`src/rtl/sensor_alarm_pkg.sv`:
```
// Shared state encoding and width helpers for the sensor alarm controller.
package sensor_alarm_pkg;

  typedef enum logic [1:0] {
    ST_IDLE    = 2'd0,
    ST_QUALIFY = 2'd1,
    ST_ALARM   = 2'd2,
    ST_HOLD    = 2'd3
  } state_t;

  function automatic int id_width(input int n);
    return (n > 1) ? $clog2(n) : 1;
  endfunction

  // Counter wide enough to hold its terminal value; never narrower than one bit.
  function automatic int cnt_width(input int terminal);
    return (terminal > 0) ? $clog2(terminal + 1) : 1;
  endfunction

endpackage

```
`src/rtl/sensor_prio_enc.sv`:
```
// Fixed-priority find-first-set: the lowest-index asserted sensor wins.
module sensor_prio_enc
  import sensor_alarm_pkg::*;
#(
  parameter int N_CH = 3
)(
  input  logic [N_CH-1:0]           i_sensor,
  output logic                      o_valid,
  output logic [id_width(N_CH)-1:0] o_idx
);

  localparam int ID_W = id_width(N_CH);

  always_comb begin
    o_valid = 1'b0;
    o_idx   = '0;
    for (int i = N_CH - 1; i >= 0; i--) begin
      if (i_sensor[i]) begin
        o_valid = 1'b1;
        o_idx   = ID_W'(i);
      end
    end
  end

endmodule

```
`src/rtl/sensor_alarm_ctrl.sv`:
```
// N-channel debounced alarm controller: qualify a stable winning sensor, drive its
// alarm for ALARM_LEN cycles (ack ends it early), then blank for HOLDOFF cycles.
module sensor_alarm_ctrl
  import sensor_alarm_pkg::*;
#(
  parameter int N_CH      = 3,
  parameter int DEBOUNCE  = 7,
  parameter int ALARM_LEN = 31,
  parameter int HOLDOFF   = 4
)(
  input  logic                      clk,
  input  logic                      rst,
  input  logic                      ena,
  input  logic [N_CH-1:0]           sensor,
  input  logic                      ack,
  output logic [N_CH-1:0]           alarm,
  output logic                      alarm_active,
  output logic [id_width(N_CH)-1:0] alarm_id,
  output logic                      event_pulse
);

  localparam int ID_W = id_width(N_CH);
  localparam int QW   = cnt_width(DEBOUNCE);
  localparam int AW   = cnt_width(ALARM_LEN);
  localparam int HW   = cnt_width(HOLDOFF);

  localparam logic [QW-1:0] Q_LAST = QW'(DEBOUNCE - 1);
  localparam logic [AW-1:0] A_LAST = AW'(ALARM_LEN);
  localparam logic [HW-1:0] H_LAST = HW'(HOLDOFF);

  logic            w_valid;
  logic [ID_W-1:0] w_idx;

  state_t          r_state;
  logic [ID_W-1:0] r_cand;
  logic [QW-1:0]   r_qcnt;
  logic [AW-1:0]   r_acnt;
  logic [HW-1:0]   r_hcnt;
  logic [N_CH-1:0] r_alarm;
  logic            r_active;
  logic [ID_W-1:0] r_id;
  logic            r_event;

  // Saturating increments keep every counter pinned at its terminal value.
  function automatic logic [QW-1:0] q_inc(input logic [QW-1:0] c);
    return (c >= Q_LAST) ? c : c + QW'(1);
  endfunction

  function automatic logic [AW-1:0] a_inc(input logic [AW-1:0] c);
    return (c >= A_LAST) ? c : c + AW'(1);
  endfunction

  function automatic logic [HW-1:0] h_inc(input logic [HW-1:0] c);
    return (c >= H_LAST) ? c : c + HW'(1);
  endfunction

  function automatic logic [N_CH-1:0] onehot(input logic [ID_W-1:0] idx);
    return N_CH'(1) << idx;
  endfunction

  sensor_prio_enc #(
    .N_CH (N_CH)
  ) u_prio (
    .i_sensor (sensor),
    .o_valid  (w_valid),
    .o_idx    (w_idx)
  );

  always_ff @(posedge clk) begin
    if (rst) begin
      r_state  <= ST_IDLE;
      r_cand   <= '0;
      r_qcnt   <= '0;
      r_acnt   <= '0;
      r_hcnt   <= '0;
      r_alarm  <= '0;
      r_active <= 1'b0;
      r_id     <= '0;
      r_event  <= 1'b0;
    end else if (ena) begin
      r_event <= 1'b0;
      case (r_state)
        ST_IDLE: begin
          if (w_valid) begin
            r_cand <= w_idx;
            if (DEBOUNCE == 1) begin
              r_state  <= ST_ALARM;
              r_qcnt   <= '0;
              r_acnt   <= AW'(1);
              r_alarm  <= onehot(w_idx);
              r_active <= 1'b1;
              r_id     <= w_idx;
              r_event  <= 1'b1;
            end else begin
              r_state <= ST_QUALIFY;
              r_qcnt  <= QW'(1);
            end
          end
        end

        ST_QUALIFY: begin
          if (!w_valid) begin
            r_state <= ST_IDLE;
            r_qcnt  <= '0;
          end else if (w_idx != r_cand) begin
            r_cand <= w_idx;
            r_qcnt <= QW'(1);
          end else if (r_qcnt >= Q_LAST) begin
            r_state  <= ST_ALARM;
            r_qcnt   <= '0;
            r_acnt   <= AW'(1);
            r_alarm  <= onehot(r_cand);
            r_active <= 1'b1;
            r_id     <= r_cand;
            r_event  <= 1'b1;
          end else begin
            r_qcnt <= q_inc(r_qcnt);
          end
        end

        ST_ALARM: begin
          // ack on the last cycle is indistinguishable from natural expiry.
          if (ack || (r_acnt >= A_LAST)) begin
            r_acnt   <= '0;
            r_alarm  <= '0;
            r_active <= 1'b0;
            r_id     <= '0;
            if (HOLDOFF == 0) begin
              r_state <= ST_IDLE;
            end else begin
              r_state <= ST_HOLD;
              r_hcnt  <= HW'(1);
            end
          end else begin
            r_acnt <= a_inc(r_acnt);
          end
        end

        ST_HOLD: begin
          if (r_hcnt >= H_LAST) begin
            r_state <= ST_IDLE;
            r_hcnt  <= '0;
          end else begin
            r_hcnt <= h_inc(r_hcnt);
          end
        end

        default: begin
          r_state  <= ST_IDLE;
          r_qcnt   <= '0;
          r_acnt   <= '0;
          r_hcnt   <= '0;
          r_alarm  <= '0;
          r_active <= 1'b0;
          r_id     <= '0;
        end
      endcase
    end
  end

  assign alarm        = r_alarm;
  assign alarm_active = r_active;
  assign alarm_id     = r_id;
  assign event_pulse  = r_event;

endmodule

```
`config.mk`:
```
export PLATFORM = sky130hd
export DESIGN_NAME = sensor_alarm_ctrl
export DESIGN_NICKNAME = d
export VERILOG_FILES = /design/src/rtl/sensor_alarm_pkg.sv /design/src/rtl/sensor_prio_enc.sv /design/src/rtl/sensor_alarm_ctrl.sv
export SDC_FILE = /design/constraint.sdc
export NUM_CORES = 1
export LEC_CHECK = 0
export CAP_MARGIN = 20
export CORE_MARGIN = 5
export CORE_UTILIZATION = 40
export DETAILED_ROUTE_END_ITERATION = 10
export GPL_ROUTABILITY_DRIVEN = 0
export GPL_TIMING_DRIVEN = 1
export HOLD_SLACK_MARGIN = 0.05
export PLACE_DENSITY = 0.61
export SYNTH_ARGS = -nofsm -noshare
export SYNTH_HDL_FRONTEND = slang
export SYNTH_SLANG_ARGS = --single-unit
```
`constraint.sdc`:
```
create_clock -name clk -period 4.2 [get_ports clk]
set_clock_uncertainty 0.1 [all_clocks]
set_input_delay 0.63 -clock clk [delete_from_list [all_inputs] [get_ports clk]]
set_output_delay 0.63 -clock clk [all_outputs]
set_load 0.02 [all_outputs]
```
==> results.ini <==
[synthesis]
yosys.area_share.simple = 0.2297
seq_area_frac_synth = 0.3368
synth_top_family_by_area = compound AO/OA/AOI/OAI gates
synth.avg_cell_area_sq_um = 8.328
netlist_instances = 157
synth_warnings = 0
synthDistinctLibCells = 43
yosys.area_share.xor_xnor = 0
syn-num-nets = 174
synth_compound_area_frac = 0.2823
synth-adder-area-share = 0.09569
yosys_register_bits = 22
synth_mux_area_frac = 0.007656
netlist_area_sq_um = 1308

[global_route]
met3_usage = 0.03827
grt_util_all_layers = 0.1392
grt_pass1_wl_um = 4816
grt.met2_usage = 0.2466
grt_pass1_vias = 1084
grt.busiest_layer = met2
gr-total-overflow = 0
grt_max_degree = 21
met1_usage = 0.1668
antenna_found_initial = 0

[setup_path]
max_stage_delay_ns = 0.65
worstSetupPathType = in -> reg
cp.required_ns = 4.29
crit_chain = clkdlybuf4s50_1, nor3_1, nor2_1, a21oi_2, mux2i_1, nor2_1
endpoint_kind = register
cp_max_fo = 9
crit_top_cell = nor2_1
critical_path_arrival_ns = 2.56
worstSetupStartpointType = input port
slowest_stage = nor3_1
rrSetupSlack_ns = 1.76

[power_and_ir_drop]
power_mw = 0.3818
power_density_nw_per_um2 = 255.6
leakagePower_nw = 0.5467
irDropWorstVdd_mv = 0.1825

[clock_network]
cts.path.max_buffers = 2
worst_skew_pair.late_latency_ns = 0.32
cts-htree-levels = 1
cts_setup_buffers = 0
cts_tree = built
cts_hold_buf = 0
clock_sinks = 22
cts_made_buffers = 3
clk_pin_slew_ns = 0.13
cts_resized = 0
cts-root-buf = clkbuf_4

[die]
rows = 20
core-area_sq_um = 3103
io_pins = 14
dieHeight_um = 67.18
die_area_sq_um = 4512
chipWidth_um = 67.18
start_util = 0.4214

[timing]
fin_crit_sh = 0.5893
min_period_ns = 2.475
worstMarginPinSlew_ns = 0.8081
rsz0062_at_grt = false
hold_viol_final = 0
max_freq_ghz = 0.4041
fin_tns_setup_ns = 0
maxSlewViolCount = 0
setup_viol = 0
slew_headroom = 0.4596

[finish]
seqCellArea_sq_um = 440.4
multi_input_comb_area_sq_um = 804.5
fin_cells = 212
antenna_cells = 0
design_area_sq_um = 1494
drive_above_1_share = 0.08929
area_growth_pct = 14.26
layout.nets = 187
fill_cells = 336

[detailed_routing]
ant_nets = 0
dr.pass1.iters = 4
wl_um = 2904
vias = 1197
wl_per_cell_um = 13.70
viasPerCell = 5.646
drc_errors = 0
drt_iter0_markers = 67

[min_path]
hold_class = reg -> reg

[placement]
post-dp-hpwl_um = 2121
place_area_sq_um = 1471
dp_cells = 209
portBuffers = 13

[outcome]
status = finished, final reports clean

[run]
cap_violations = 0

## layout make-up
class | count | area share
Timing Repair Buffer | 13 | 0.08710
Multi-Input combinational cell | 119 | 0.5385
Sequential cell | 22 | 0.2948
Tap cell | 44 | 0.03685
Clock buffer | 3 | 0.01508
Inverter | 11 | 0.02764
## registers in the layout, summed over array words and instances, names as in the netlist, named ones only
signal / cells
event_pulse: 1
r_qcnt: 3
r_cand: 2
r_acnt: 5
alarm: 3
r_hcnt: 3
alarm_active: 1
r_state: 1
alarm_id: 2
## metal layers
layer / wire length (um) / vias up
met2: 1466 / 18
met3: 114 / 2
met4: 24 / 0
li1: - / 601
met1: 1299 / 576
met5: 0 / -
## where the power goes
| part | leakage, nW | switching [mW] | total (mW) | internal (mW) |
|---|---|---|---|---|
| clock network | 0.0138 | 0.0676 | 0.101 | 0.0336 |
| registers | 0.178 | 0.00556 | 0.219 | 0.213 |
| logic | 0.355 | 0.0363 | 0.0620 | 0.0257 |
## stage by stage
| stage | util | setup WS [ns] | hold slack, ns |
|---|---|---|---|
| 6_report | 0.4815 | 1.725 | 0.3652 |
| 5_1_grt | 0.4815 | 1.505 | 0.3896 |
| 4_1_cts | 0.4815 | 1.686 | 0.3717 |
| 3_5_place_dp | 0.4742 | 1.351 | 0.3537 |
| 3_3_place_gp | 0.4742 | 1.442 | 0.3486 |
| 2_1_floorplan | - | 2.002 | 0.3438 |
## synthesized netlist by cell type
cell        n  area share
mux2i_1     1      0.0077
o31ai_1     2       0.011
o21ba_2     1      0.0077
a21oi_1    15       0.057
nand4_1     4       0.019
nand4bb_1   2       0.017
a31oi_1     1      0.0048
o22a_1      1      0.0067
nor2b_1     1      0.0048
a22o_2      1      0.0077
o221a_2     2       0.017
inv_1      11       0.032
ha_1       10       0.096
nor3b_1     1      0.0057
o21ai_0    12       0.046
buf_2       2      0.0077
nor4_1      1      0.0048
dfxtp_1    22        0.34
nand2_1    11       0.032
o32ai_4     1       0.021
or2b_2      1      0.0067
clkbuf_1    3      0.0086
or3_1       2      0.0096
nand3_1     3       0.011
nand2b_1    2      0.0096
a32oi_1     1      0.0067
o32a_1      1      0.0077
or4b_1      1      0.0077
a21o_1      2       0.011
or3b_4      1      0.0086
nor3_1      1      0.0038
and3_2      1      0.0057
or4_1       1      0.0057
nor2_1     18       0.052
a31o_2      1      0.0067
and3_1      3       0.014
a21oi_2     1      0.0067
o22ai_1     3       0.014
or3b_2      1      0.0067
a311oi_1    3       0.020
a22oi_1     3       0.017
or2_1       1      0.0048
a221oi_2    1       0.011
## layout by cell type (no fill, tap or decap), types with 3 or more instances in the layout
| cell type | synthesis | routed |
|---|---|---|
| nand4_1 | 4 | 4 |
| nand3_1 | 3 | 3 |
| a21oi_1 | 15 | 15 |
| a22oi_1 | 3 | 3 |
| o22ai_1 | 3 | 3 |
| clkbuf_4 | 0 | 3 |
| o21ai_0 | 12 | 12 |
| inv_1 | 11 | 11 |
| and3_1 | 3 | 3 |
| dfxtp_1 | 22 | 22 |
| clkdlybuf4s50_1 | 0 | 13 |
| nand2_1 | 11 | 11 |
| a311oi_1 | 3 | 3 |
| nor2_1 | 18 | 18 |
| ha_1 | 10 | 10 |
## path summary, 6_finish.rpt
path	from	to	depth (start not counted)
worst min-delay path	alarm_id[1]	alarm_id[1]	2
worst max register to register	r_acnt[0]	register	8
worst min register to register	alarm_id[1]	alarm_id[1]	2
worst max-delay path	sensor[1]	r_acnt[0]	6
## worst max-delay path: cells and delay by family
kind / cells / cell delay [ns]
and+or+nand+nor: 3 / 0.84
muxes: 1 / 0.23
AOI/OAI and AO/OA: 1 / 0.37
buffers and inverters: 1 / 0.49
## cells by family (layout without fill, tap and decap cells)
kind of cell | after synthesis | count (layout)
compound gates | 52 | 52
fa+ha+maj | 10 | 10
buf+inv | 16 | 27
flops | 22 | 22
mux | 1 | 1
simple gates | 56 | 56
Note: power is estimated with default switching activity, not from simulation.
